### src/rtl/store_trace_drain.sv
// store_trace_drain: captures CPU data-memory stores inside an address window
// into a FIFO, drains them to a host consumer over valid/ready, and raises
// sticky flags for dropped stores, misaligned stores and the end-of-test store.
module store_trace_drain #(
    parameter int          DEPTH     = 8,
    parameter logic [31:0] WIN_LO    = 32'h0000_0000,
    parameter logic [31:0] WIN_HI    = 32'h0000_00FF,
    parameter logic [31:0] DONE_ADDR = 32'd88
) (
    input  logic                     clk,
    input  logic                     reset,
    input  logic [1:0]               memwrite,
    input  logic [31:0]              dataadr,
    input  logic [31:0]              writedata,
    output logic                     out_valid,
    input  logic                     out_ready,
    output logic [31:0]              out_addr,
    output logic [31:0]              out_data,
    output logic [1:0]               out_size,
    output logic [$clog2(DEPTH):0]   count,
    output logic                     overflow,
    output logic                     misalign,
    output logic                     done
);

    localparam int AW = $clog2(DEPTH);
    localparam int CW = AW + 1;
    localparam logic [CW-1:0] FULL_COUNT = CW'(DEPTH);

    localparam logic [1:0] SIZE_NONE = 2'b00;
    localparam logic [1:0] SIZE_WORD = 2'b01;
    localparam logic [1:0] SIZE_HALF = 2'b10;
    localparam logic [1:0] SIZE_BYTE = 2'b11;

    typedef struct packed {
        logic [31:0] addr;
        logic [31:0] data;
        logic [1:0]  size;
    } entry_t;

    entry_t          mem_q [DEPTH];
    logic [AW-1:0]   wptr_q, wptr_d;
    logic [AW-1:0]   rptr_q, rptr_d;
    logic [CW-1:0]   count_q, count_d;
    logic            overflow_q, overflow_d;
    logic            misalign_q, misalign_d;
    logic            done_q, done_d;

    logic            store_present;
    logic            store_aligned;
    logic            in_window;
    logic            qualifying;
    logic            fifo_full;
    logic            do_push;
    logic            do_pop;
    logic            done_hit;
    entry_t          new_entry;

    // Classify the incoming store: alignment, window membership, payload masking.
    always_comb begin
        store_present = (memwrite != SIZE_NONE);
        store_aligned = 1'b1;
        new_entry     = '0;
        new_entry.addr = dataadr;
        new_entry.size = memwrite;
        case (memwrite)
            SIZE_WORD: begin
                store_aligned  = (dataadr[1:0] == 2'b00);
                new_entry.data = writedata;
            end
            SIZE_HALF: begin
                store_aligned  = (dataadr[0] == 1'b0);
                new_entry.data = {16'h0000, writedata[15:0]};
            end
            SIZE_BYTE: begin
                store_aligned  = 1'b1;
                new_entry.data = {24'h00_0000, writedata[7:0]};
            end
            default: begin
                store_aligned  = 1'b1;
                new_entry.data = '0;
            end
        endcase
        // Offset form of WIN_LO <= dataadr <= WIN_HI, valid for unsigned wrap.
        in_window  = ((dataadr - WIN_LO) <= (WIN_HI - WIN_LO));
        qualifying = store_present && store_aligned && in_window;
        done_hit   = (memwrite == SIZE_WORD) && (dataadr == DONE_ADDR) &&
                     (writedata == 32'h0000_0000);
    end

    // Decide push/pop and compute next pointer, occupancy and sticky flag values.
    always_comb begin
        fifo_full  = (count_q == FULL_COUNT);
        do_pop     = (count_q != '0) && out_ready;
        do_push    = qualifying && (!fifo_full || do_pop);
        wptr_d     = wptr_q;
        rptr_d     = rptr_q;
        count_d    = count_q;
        if (do_push) begin
            wptr_d = wptr_q + AW'(1);
        end
        if (do_pop) begin
            rptr_d = rptr_q + AW'(1);
        end
        case ({do_push, do_pop})
            2'b10:   count_d = count_q + CW'(1);
            2'b01:   count_d = count_q - CW'(1);
            default: count_d = count_q;
        endcase
        overflow_d = overflow_q || (qualifying && fifo_full && !do_pop);
        misalign_d = misalign_q || (store_present && !store_aligned);
        done_d     = done_q || done_hit;
    end

    // Control state: pointers, occupancy and sticky flags, cleared by async reset.
    always_ff @(posedge clk or posedge reset) begin
        if (reset) begin
            wptr_q     <= '0;
            rptr_q     <= '0;
            count_q    <= '0;
            overflow_q <= 1'b0;
            misalign_q <= 1'b0;
            done_q     <= 1'b0;
        end else begin
            wptr_q     <= wptr_d;
            rptr_q     <= rptr_d;
            count_q    <= count_d;
            overflow_q <= overflow_d;
            misalign_q <= misalign_d;
            done_q     <= done_d;
        end
    end

    // Entry storage needs no reset: contents only matter while count covers them.
    always_ff @(posedge clk) begin
        if (do_push) begin
            mem_q[wptr_q] <= new_entry;
        end
    end

    // Head entry and status are presented straight from the registered state.
    always_comb begin
        out_valid = (count_q != '0);
        out_addr  = mem_q[rptr_q].addr;
        out_data  = mem_q[rptr_q].data;
        out_size  = mem_q[rptr_q].size;
        count     = count_q;
        overflow  = overflow_q;
        misalign  = misalign_q;
        done      = done_q;
    end

endmodule

### config.mk
export PLATFORM = sky130hd
export DESIGN_NAME = store_trace_drain
export DESIGN_NICKNAME = d
export VERILOG_FILES = /design/src/rtl/store_trace_drain.sv
export SDC_FILE = /design/constraint.sdc
export NUM_CORES = 1
export LEC_CHECK = 0
export ABC_AREA = 1
export ABC_CLOCK_PERIOD_IN_PS = 8600
export CAP_MARGIN = 0
export CORE_MARGIN = 8
export CORE_UTILIZATION = 31
export CTS_BUF_LIST = sky130_fd_sc_hd__clkbuf_4 sky130_fd_sc_hd__clkbuf_8 sky130_fd_sc_hd__clkbuf_16
export DETAILED_ROUTE_END_ITERATION = 8
export GPL_ROUTABILITY_DRIVEN = 0
export RECOVER_POWER = 100
export SLEW_MARGIN = 20
export SYNTH_ARGS = -nofsm -noshare
export SYNTH_HDL_FRONTEND = slang
export SYNTH_SLANG_ARGS = --single-unit
### constraint.sdc
create_clock -name clk -period 8.6 [get_ports clk]
set_input_delay 2.15 -clock clk [delete_from_list [all_inputs] [get_ports clk]]
set_output_delay 2.15 -clock clk [all_outputs]
set_load 0.1 [all_outputs]
==> results of run 1 <==
==> worst register-to-register path, stage by stage (launching register included) <==
cell	delay, ns
dfrtp_1	0.39
inv_1	0.10
nor2_1	0.05
nand3_1	0.16
nand3_1	0.16
or2_0	0.32
nor3_1	0.23
clkbuf_1	2.39
==> layout make-up <==
type                    instances  area, µm²
flip-flops and latches        541      16200
clock buffers                  65       1450
well taps                     931       1160
repair buffers                165       1550
multi-input cells             998       4600
diodes                          4       10.0
fillers                      6634      43200
inverters                      55        219
clock inverters                38        282
==> state kept, by name (all words and copies together), names as in the netlist <==
name      count
rptr_q        3
mem_q       528
misalign      1
count         4
wptr_q        3
overflow      1
done          1
==> cells by family (layout without fill, tap and decap cells) <==
group                    Yosys count  after routing  synth area share (%)
AND/OR/NAND/NOR                  580            580                  10.5
flip-flops                       541            541                  75.2
AO/OA/AOI/OAI                    404            404                  10.2
buffers and inverters            158            323                  3.35
adder cells (fa/ha/maj)           10             10                 0.616
XOR/XNOR                           4              4                 0.163
other                              0              4                     0
==> how the worst max path moves through the flow <==
| stage | start | end | slack [ns] | cells after the start |
|---|---|---|---|---|
| 2_1_floorplan | memwrite[1] | mem_q[4][0] | 0.37 | 10 |
| 3_5_place_dp | rptr_q[1] | out_addr[12] | 2.30 | 7 |
| 3_3_place_gp | rptr_q[1] | out_addr[30] | 2.32 | 7 |
| 6_report | rptr_q[1] | out_data[0] | 1.18 | 6 |
| 5_1_grt | rptr_q[1] | out_data[1] | 0.78 | 6 |
| 4_1_cts | rptr_q[1] | out_addr[12] | 1.66 | 7 |
==> Yosys cell counts (2+ instances only) <==
| cell type | number | share of area, % |
|---|---|---|
| nand2_1 | 55 | 0.96 |
| o21bai_1 | 2 | 0.070 |
| nand3_1 | 7 | 0.16 |
| edfxtp_1 | 528 | 74 |
| o21ai_0 | 240 | 5.6 |
| a21oi_1 | 2 | 0.047 |
| inv_1 | 51 | 0.89 |
| buf_4 | 10 | 0.35 |
| dfrtp_1 | 13 | 1.5 |
| nor2_1 | 490 | 8.5 |
| clkbuf_1 | 59 | 1.0 |
| o22ai_1 | 66 | 1.9 |
| inv_2 | 3 | 0.052 |
| nor3_1 | 9 | 0.21 |
| buf_6 | 6 | 0.31 |
| clkbuf_2 | 3 | 0.070 |
| o21ai_1 | 28 | 0.65 |
| nor4_1 | 9 | 0.26 |
| buf_2 | 24 | 0.56 |
| ha_1 | 9 | 0.52 |
| xor2_1 | 3 | 0.12 |
| a31oi_1 | 66 | 1.9 |
| nand4_1 | 4 | 0.12 |
==> layer usage <==
layer | up-vias | wire length, µm
li1 | 6360 | -
met1 | 6758 | 23100
met2 | 304 | 26000
met3 | 79 | 3070
met4 | 4 | 1200
met5 | - | 27
==> per-stage QoR <==
| step | util (%) | worst slack (ns) | std cells |
|---|---|---|---|
| finish | 37.1 | 1.18 | 2797 |
| CTS | 37.2 | 1.66 | 2793 |
| floorplan | - | 0.371 | 1697 |
| global route | 37.1 | 0.777 | 2793 |
| detailed placement | 34.7 | 2.30 | 2690 |
| global placement | 34.7 | 2.32 | 2690 |
==> summary.md, run 1 <==
| Metric | Value |
|---|---|
| WHS Path Cells | `1` |
| Register area share after synthesis | `approximately 75%` |
| Reg2reg end | `mem_q[0][14]` |
| Die width | `between 200 and 300 µm` |
| Iter 0 DRT Violations | `960` |
| Status | `complete, but fails checks` |
| Via density | `4.83` |
| Max-cap violations | `15` |
| Max Fclk | `about 0.13 GHz` |
| Post-Place Cell Area | `~24000 µm²` |
| H-tree levels | `2` |
| TritonRoute pass-1 iters | `5` |
| RSZ-0062 raised after global routing | `false` |
| Routed wire length | `about 53000 µm` |
| Syn_nets | `between 1500 and 2000` |
| Violated checks | `capacitance limit, slew limit` |
| Dominant register cell in the synthesized netlist | `edfxtp_1` |
| Initial Util | `a little under a third` |
| Min-delay src | `overflow` |
| Core Area | `about 70000 µm²` |
| CP Max Fanout | `just under 80` |
| Crit start category | `flop` |
| Min cycle time layout | `7.42 ns` |
| Row cnt | `between 90 and 100` |
| Die H | `279 µm` |
| CP arrival | `~5.3 ns` |
| Met2 Use GR | `between 20% and 30%` |
| Asr flop ratio synth | `under 10%` |
| Slowest stage cell on the critical path | `clkbuf_2` |
| Synth cell types | `33` |
| Via count | `between 10000 and 15000` |
| Share of cells above drive strength 1 | `between 5 and 6%` |
| Root Buffer | `clkbuf_16` |
| CTS Buffer Depth | `3` |
| Final hold viol count | `0` |
| Vias in the first global route | `13400` |
| Worst reg2reg startpoint | `count[3]` |
| DRC | `0` |
| CP peak stage delay | `around 1.5 ns` |
| First-pass GRT wire length | `about 80000 µm` |
| TritonCTS clock tree | `yes` |
| Clock sink count | `about 540` |
| Hold EP | `overflow` |
| Worst hold path type | `reg2reg` |
| Reg2reg setup slack | `~4.3 ns` |
| Syn. warnings | `0` |
| Crit path max-delay family | `buffers and inverters` |
| WL per Instance | `~19 µm` |
| Clk_lat worst skew | `approximately 0.6 ns` |
| Die area | `between 70000 and 80000 µm²` |
| GR Util All Layers | `between 10% and 20%` |
| Hpwl dp | `30100 µm` |
| Initial antenna violation count | `7` |
| Worst path cell trace | `clkbuf_2 -> o21ai_0 -> o22ai_1 -> nor2_1 -> a31oi_1 -> dlygate4sd3_1` |
| Final ANT Viol Nets | `0` |
| Grt met3 use | `2.93%` |
| Setup TNS | `0 ns` |
| Total grt overflow | `0` |
| Most common cell after layout, fill and taps aside | `edfxtp_1` |
| Hold slack final | `between 0.4 and 0.5 ns` |
| Final setup fails | `0` |
| GRT met1 Usage | `between 10% and 20%` |
| Final nets | `1895` |
| Final instance area | `~25000 µm²` |
| Commonest non-fill, non-tap cells in the layout | `528 x edfxtp_1, 492 x nor2_1, 242 x o21ai_0` |
| WP buf/inv | `2` |
| TritonCTS buffer count | `55` |
| Hold Buf Count CTS | `0` |
| Largest net degree at the start of global routing | `162` |
| Most used routing layer | `met2` |
| Worst Reg-to-Reg Cells | `7` |
| Fin crit share | `a little under nine tenths` |
| Crit end category | `output pin` |
| Post_cts resized | `0` |
| I/O Buffers | `around 140` |
| Syn avg cell area | `12.7 µm²` |
| Mapped cell area | `~22000 µm²` |
| Postcts setup bufs | `0` |
| Clock-pin slew on the worst setup and hold paths | `0.06 ns` |
| Slew @ Worst Pin | `3.36 ns` |
| Number of top-level pins | `approximately 140` |
| Critical path required time | `between 6 and 7 ns` |
| Post-synth EDFFs | `between 500 and 600` |
| Synth Register Bits | `between 500 and 600` |
| Clock skew | `0.0391 ns` |
| Slew Limit Fails | `705` |
| Synth Instances | `1697` |
| Slew headroom | `-124%` |
| Kind of critical path | `reg2out` |
| Synth-to-layout area growth | `18.4%` |
Power of run 1 is not shown: default switching activity piles up to over one toggle a cycle in this logic, so the estimate is an artifact.
==> run 2, diff against run 1 <==
- PLACE_DENSITY: unset -> 0.56
==> run 2 against run 1 <==
  * The flow still finishes with violations (capacitance limit, slew limit)
  * Utilization is 0.13 points lower
  * Critical path depth is 7 higher
  * Worst hold slack better by 0.0039 ns
  * Worst setup slack better by 0.090 ns
  * Flip-flop and latch count stayed put
  * Highest routed layer unchanged
  * Die area stayed put
  * First-iteration DRC count is 4.8% lower
==> summary.md, run 2 (synthesized netlist as in run 1, its figures left out) <==
| Metric | Value |
|---|---|
| GR Util All Layers | `13.3% (was 13.2%)` |
| Final setup fails | `0 (unchanged)` |
| Largest net degree at the start of global routing | `229 (was 162)` |
| TritonRoute pass-1 iters | `5 (unchanged)` |
| Clock skew | `0.0143 ns (was 0.0391 ns)` |
| Hpwl dp | `29500 µm (was 30100 µm)` |
| H-tree levels | `2 (unchanged)` |
| Fin crit share | `85.2% (was 86.3%)` |
| Top reg by flops | `mem_q (unchanged)` |
| Share of cells above drive strength 1 | `5.50% (was 5.75%)` |
| Slowest stage cell on the critical path | `clkbuf_1 (was clkbuf_2)` |
| Area occupied by multi-input gates | `4610 µm² (was 4600 µm²)` |
| Worst hold path type | `reg2reg (unchanged)` |
| Min cycle time layout | `7.33 ns (was 7.42 ns)` |
| Postcts setup bufs | `0 (unchanged)` |
| Reg2reg setup slack | `4.59 ns (was 4.32 ns)` |
| I/O Buffers | `142 (unchanged)` |
| Initial antenna violation count | `8 (was 7)` |
| Clk_lat worst skew | `0.56 ns (was 0.61 ns)` |
| Largest register FFs | `528 (unchanged)` |
| Storage cell area | `16200 µm² (unchanged)` |
| Synth-to-layout area growth | `18.0% (was 18.4%)` |
| First-pass GRT wire length | `81000 µm (was 80400 µm)` |
| Initial Util | `31.3% (unchanged)` |
| Crit start category | `input pin (was flop)` |
| CTS Buffer Depth | `3 (unchanged)` |
| Min-delay src | `misalign (was overflow)` |
| TritonCTS clock tree | `yes (unchanged)` |
| CP startpoint | `memwrite[0] (was rptr_q[1])` |
| WL per Instance | `19.3 µm (was 19.1 µm)` |
| Commonest non-fill, non-tap cells in the layout | `528 x edfxtp_1, 491 x nor2_1, 242 x o21ai_0 (was 528 x edfxtp_1, 492 x nor2_1, 242 x o21ai_0)` |
| Final hold viol count | `0 (unchanged)` |
| Clock-pin slew on the worst setup and hold paths | `0.06 ns (about the same)` |
| Total grt overflow | `0 (unchanged)` |
| Core Area | `68700 µm² (unchanged)` |
| DRC | `0 (unchanged)` |
| Clock sink count | `541 (unchanged)` |
| Slew Limit Fails | `437 (was 705)` |
| Die H | `279 µm (unchanged)` |
| Via density | `4.81 (was 4.83)` |
| Post_cts resized | `0 (unchanged)` |
| Max-cap violations | `12 (was 15)` |
| Hold Buf Count CTS | `0 (unchanged)` |
| Most common cell after layout, fill and taps aside | `edfxtp_1 (unchanged)` |
| Row cnt | `96 (unchanged)` |
| CP arrival | `7.52 ns (was 5.27 ns)` |
| Hold EP | `misalign (was overflow)` |
| Vias in the first global route | `13400 (about the same)` |
| Inst Count DP | `2692 (was 2690)` |
| Via count | `13400 (was 13500)` |
| CP peak stage delay | `1.58 ns (was 1.47 ns)` |
| Slew @ Worst Pin | `2.99 ns (was 3.36 ns)` |
| Number of top-level pins | `143 (unchanged)` |
| Routed wire length | `53700 µm (was 53400 µm)` |
| Fill count | `6591 (was 6634)` |
| Worst path cell trace | `dlygate4sd3_1 -> ha_1 -> clkbuf_1 -> nand2_1 -> nor2_1 -> nor2_1 -> nor2_4 -> nand3_1 -> clkinv_1 -> nand2_1 -> nor3_2 -> clkbuf_1 -> buf_4 (was clkbuf_2 -> o21ai_0 -> o22ai_1 -> nor2_1 -> a31oi_1 -> dlygate4sd3_1)` |
| Worst Reg-to-Reg Cells | `9 (was 7)` |
| Die area | `78100 µm² (unchanged)` |
| Worst reg2reg startpoint | `count[3] (unchanged)` |
| Fin cells | `2790 (was 2797)` |
| RSZ-0062 raised after global routing | `false (unchanged)` |
| Violated checks | `capacitance limit, slew limit (unchanged)` |
| Setup TNS | `0 ns (unchanged)` |
| WHS Path Cells | `1 (unchanged)` |
| Final ANT Viol Nets | `0 (unchanged)` |
| Crit end category | `flop (was output pin)` |
| Critical path required time | `8.79 ns (was 6.45 ns)` |
| Kind of critical path | `in2reg (was reg2out)` |
| Die width | `279 µm (unchanged)` |
| Reg2reg end | `mem_q[7][26] (was mem_q[0][14])` |
| Root Buffer | `clkbuf_16 (unchanged)` |
| Max Fclk | `0.136 GHz (was 0.135 GHz)` |
| Final nets | `1895 (unchanged)` |
| Slew headroom | `-99.2% (was -124%)` |
| Status | `complete, but fails checks (unchanged)` |
| TritonCTS buffer count | `53 (was 55)` |
| CP Max Fanout | `37 (was 77)` |
| Iter 0 DRT Violations | `914 (was 960)` |
run 2: cell types whose count changed in the layout (fill, tap and decap cells not counted), moves of 3 or more:
cell       previous run  this run
bufinv_16             3         0
buf_4                 6         9
clkbuf_2              6         3
clkbuf_4             10        15
clkinv_4              3         0
clkinv_2             15         7
run 2: worst max path at each step:
stage / endpoint / slack (ns) / depth (start not counted)
after floorplan: mem_q[4][0] / 0.37 / 10
after global placement: out_data[1] / 2.37 / 7
after global routing: mem_q[1][30] / 0.82 / 13
final: mem_q[7][26] / 1.27 / 13
after detailed placement: out_data[1] / 2.38 / 7
after CTS: out_data[1] / 1.76 / 7
run 2: through the flow:
stage,hold WS (ns),setup slack [ns],utilization (%),cell area (µm²)
6_report,0.475,1.27,36.9,25400
5_1_grt,0.506,0.819,36.9,25400
4_1_cts,0.483,1.76,37.1,25500
3_5_place_dp,0.473,2.38,34.7,23900
3_3_place_gp,0.462,2.37,34.7,23900
2_1_floorplan,0.500,0.371,-,21500
run 2: critical path: cells and delay by family:
family	cells	cell delay, ns
buf+inv	5	4.15
simple gates	7	0.93
fa+ha+maj	1	0.22
run 2: area by class of cell:
type	instances	area share (%)
clock inverters	25	0.478
diodes	3	0.0296
flip-flops and latches	541	63.8
multi-input cells	998	18.2
inverters	55	0.843
clock buffers	70	5.87
well taps	931	4.59
repair buffers	167	6.25
run 2: routing by layer:
layer	part of all wire, %	up-vias	wire, µm	global-route usage [%]
li1	-	6349	-	-
met1	44	6658	23800	17.8
met2	48	330	25900	22.0
met3	5.5	74	2930	2.61
met4	1.9	8	1010	3.42
met5	0.10	-	54	0
Power of run 2 is left out for the same reason.
==> run 3, diff against run 2 <==
- ABC_AREA: 1 -> unset
- CORE_MARGIN: 8 -> 2
- RECOVER_POWER: 100 -> unset
==> run 3 against run 2 <==
  * The flow now finishes without violations
  * Register-to-register slack better by 1.2 ns
  * Synthesized cell count down 46%
  * Die area down 10%
  * First-iteration DRC count down 1.4%
  * Via count down 27%
  * Critical endpoint is now out_data[19]
  * Largest cell class unchanged
==> summary.md, run 3 <==
| Metric | Value |
|---|---|
| Status | `finished clean (was complete, but fails checks)` |
| TritonCTS buffer count | `54 (was 53)` |
| Top post-synthesis cells by count | `528 x edfxtp_1, 132 x mux4_2, 67 x mux2_2, 33 x and2_1, 18 x clkbuf_1 (was 528 x edfxtp_1, 490 x nor2_1, 240 x o21ai_0, 66 x a31oi_1, 66 x o22ai_1)` |
| Iter 0 DRT Violations | `901 (was 914)` |
| Setup crit end | `out_data[19] (was mem_q[7][26])` |
| Dominant register cell in the synthesized netlist | `edfxtp_1 (unchanged)` |
| Crit path max-delay family | `buffers and inverters (unchanged)` |
| Setup TNS | `0 ns (unchanged)` |
| Post_cts resized | `0 (unchanged)` |
| Asr flop ratio synth | `2.40% (unchanged)` |
| Met2 wire length | `22200 µm (was 25900 µm)` |
| Final setup fails | `0 (unchanged)` |
| Worst reg2reg startpoint | `count[0] (was count[3])` |
| Fin crit share | `73.9% (was 85.2%)` |
| Top cell type's share of synthesized area | `75.2% (was 73.7%)` |
| Clock-pin slew on the worst setup and hold paths | `0.06 ns (about the same)` |
| Largest net degree at the start of global routing | `67 (was 229)` |
| Root Buffer | `clkbuf_16 (unchanged)` |
| Largest register FFs | `528 (unchanged)` |
| Leakage power | `approximately 7.8 nW` |
| Final ANT Viol Nets | `0 (unchanged)` |
| Highest routed layer | `met5 (unchanged)` |
| Mapped cell area | `21100 µm² (was 21500 µm²)` |
| Final nets | `1173 (was 1895)` |
| Slowest stage cell on the critical path | `dfrtp_4 (was clkbuf_1)` |
| Worst Reg-to-Reg Cells | `10 (was 9)` |
| Power Density | `between 300 and 400 nW/µm²` |
| Reg2reg end | `count[3] (was mem_q[7][26])` |
| Share of cells above drive strength 1 | `29.0% (was 5.50%)` |
| Synth area leaders | `edfxtp_1 75%, mux4_2 14%, mux2_2 3.6% (was edfxtp_1 74%, nor2_1 8.5%, o21ai_0 5.6%)` |
| Commonest non-fill, non-tap cells in the layout | `528 x edfxtp_1, 142 x clkdlybuf4s50_1, 132 x mux4_2 (was 528 x edfxtp_1, 491 x nor2_1, 242 x o21ai_0)` |
| CP Depth | `4 (was 13)` |
| Reg2reg setup slack | `5.80 ns (was 4.59 ns)` |
| Wl on met1 | `21700 µm (was 23800 µm)` |
| Syn avg cell area | `23.0 µm² (was 12.7 µm²)` |
| Initial Util | `31.3% (about the same)` |
| Slew Limit Fails | `0 (was 437)` |
| RSZ-0062 raised after global routing | `false (unchanged)` |
| WL per Instance | `23.6 µm (was 19.3 µm)` |
| Top reg by flops | `mem_q (unchanged)` |
| Initial antenna violation count | `4 (was 8)` |
| Area leader, netlist | `edfxtp_1 (unchanged)` |
| Peak VDD IR | `0.000350 V` |
| Most common cell after layout, fill and taps aside | `edfxtp_1 (unchanged)` |
| Via count | `9855 (was 13400)` |
| Slew headroom | `26.9% (was -99.2%)` |
| Crit end category | `output pin (was flop)` |
| CP startpoint | `rptr_q[0] (was memwrite[0])` |
| H-tree levels | `2 (unchanged)` |
| Synth-to-layout area growth | `20.0% (was 18.0%)` |
| Syn. warnings | `0 (unchanged)` |
| Cell with the most instances after synthesis | `edfxtp_1 (unchanged)` |
| Number of top-level pins | `143 (unchanged)` |
| Synth Instances | `917 (was 1697)` |
| Synth Register Bits | `541 (unchanged)` |
| Max Fclk | `0.157 GHz (was 0.136 GHz)` |
| CP Max Fanout | `39 (was 37)` |
| First-pass GRT wire length | `70400 µm (was 81000 µm)` |
| Kind of critical path | `reg2out (was in2reg)` |
| Postcts setup bufs | `0 (unchanged)` |
| TritonCTS clock tree | `yes (unchanged)` |
| Crit start category | `flop (was input pin)` |
| Via density | `4.90 (was 4.81)` |
| Row cnt | `95 (was 96)` |
| DRC | `0 (unchanged)` |
| Worst hold path type | `reg2reg (unchanged)` |
| Register area share after synthesis | `76.7% (was 75.2%)` |
| Clock skew | `0.0230 ns (was 0.0143 ns)` |
| Die H | `265 µm (was 279 µm)` |
| TritonRoute pass-1 iters | `5 (unchanged)` |
| Vias in the first global route | `10300 (was 13400)` |
| Core Area | `67300 µm² (was 68700 µm²)` |
| Min cycle time layout | `6.36 ns (was 7.33 ns)` |
| Hpwl dp | `27500 µm (was 29500 µm)` |
| Clk_lat worst skew | `0.59 ns (was 0.56 ns)` |
| WL met3 | `2940 µm (was 2930 µm)` |
| Die area | `70100 µm² (was 78100 µm²)` |
| WP buf/inv | `2 (was 5)` |
| GR Util All Layers | `13.6% (was 13.3%)` |
| Total grt overflow | `0 (unchanged)` |
| Critical path required time | `6.45 ns (was 8.79 ns)` |
| Post-synth EDFFs | `528 (unchanged)` |
| Syn_nets | `996 (was 1776)` |
| I/O Buffers | `142 (unchanged)` |
| Slew @ Worst Pin | `1.10 ns (was 2.99 ns)` |
| Die width | `265 µm (was 279 µm)` |
| Hold Buf Count CTS | `0 (unchanged)` |
| Total power | `9.04 mW` |
| CP peak stage delay | `0.98 ns (was 1.58 ns)` |
| CP arrival | `4.21 ns (was 7.52 ns)` |
| Worst path cell trace | `buf_4 -> mux4_2 -> mux2_2 -> clkdlybuf4s50_1 (was dlygate4sd3_1 -> ha_1 -> clkbuf_1 -> nand2_1 -> nor2_1 -> nor2_1 -> nor2_4 -> nand3_1 -> clkinv_1 -> nand2_1 -> nor3_2 -> clkbuf_1 -> buf_4)` |
| Max-cap violations | `0 (was 12)` |
| Final hold viol count | `0 (unchanged)` |
| Routed wire length | `47500 µm (was 53700 µm)` |
| Synth cell types | `43 (was 33)` |
| Clock sink count | `541 (unchanged)` |
| CTS Buffer Depth | `3 (unchanged)` |
[run 3: changes by cell type in the layout (fill, tap and decap cells not counted), moves of 67 or more]
cell	change
clkdlybuf4s50_1	+107
o21ai_0	-240
mux2_2	+67
mux4_2	+132
nor2_1	-485
dlygate4sd3_1	-107
[run 3: per-layer routing]
layer,GRT usage (%),up-vias
met1,19.3,5313
met3,3.26,47
met2,21.2,265
li1,-,4228
met5,0,-
met4,3.27,2
[run 3: how the worst min path moves through the flow]
stage	from	end	slack, ns	cells past startpoint
after detailed placement	overflow	overflow	0.52	1
final	overflow	overflow	0.52	1
after CTS	overflow	overflow	0.53	1
after floorplan	wptr_q[2]	wptr_q[2]	0.53	1
after global placement	overflow	overflow	0.52	1
after global routing	overflow	overflow	0.54	1
[run 3: cells by family after synthesis]
kind of cell / share of synthesized area [%]
multiplexers: 17.8
buffers and inverters: 1.22
AO/OA/AOI/OAI: 0.421
flip-flops: 76.7
AND/OR/NAND/NOR: 2.88
XOR/XNOR: 0.249
adder cells (fa/ha/maj): 0.629
[run 3: final cells by class]
| type | count | area (µm²) |
|---|---|---|
| flip-flops and latches | 541 | 16200 |
| fillers | 6093 | 42000 |
| inverters | 9 | 33.8 |
| well taps | 873 | 1090 |
| multi-input cells | 328 | 4700 |
| diodes | 2 | 5.00 |
| clock inverters | 33 | 241 |
| clock buffers | 65 | 1450 |
| repair buffers | 160 | 1590 |
[run 3: metrics by stage]
| stage | hold slack (ns) | instances | setup WS (ns) | cell area (µm²) | util [%] |
|---|---|---|---|---|---|
| after floorplan | 0.534 | 917 | 0.257 | 21100 | - |
| after global placement | 0.523 | 1911 | 2.15 | 23600 | 35.1 |
| after detailed placement | 0.519 | 1911 | 1.96 | 23600 | 35.1 |
| after CTS | 0.532 | 2009 | 2.06 | 25300 | 37.6 |
| after global routing | 0.544 | 2009 | 1.94 | 25300 | 37.6 |
| final | 0.517 | 2011 | 2.24 | 25300 | 37.6 |
[run 3: power breakdown]
part / total (mW) / switching [mW] / internal (mW)
Combinational: 3.68 / 2.48 / 1.20
Sequential: 3.10 / 0.194 / 2.91
Clock: 2.26 / 0.967 / 1.29
[run 3: worst reg2reg max path: stages (launching register included)]
cell	delay, ns
dfrtp_1	0.45
or4_4	0.58
and2_1	0.28
nand2b_1	0.15
inv_1	0.07
ha_1	0.27
a21o_1	0.17
a21o_1	0.18
or2_2	0.26
mux2i_1	0.15
xor2_1	0.16
No activity file was read; power rests on OpenSTA's default activity.
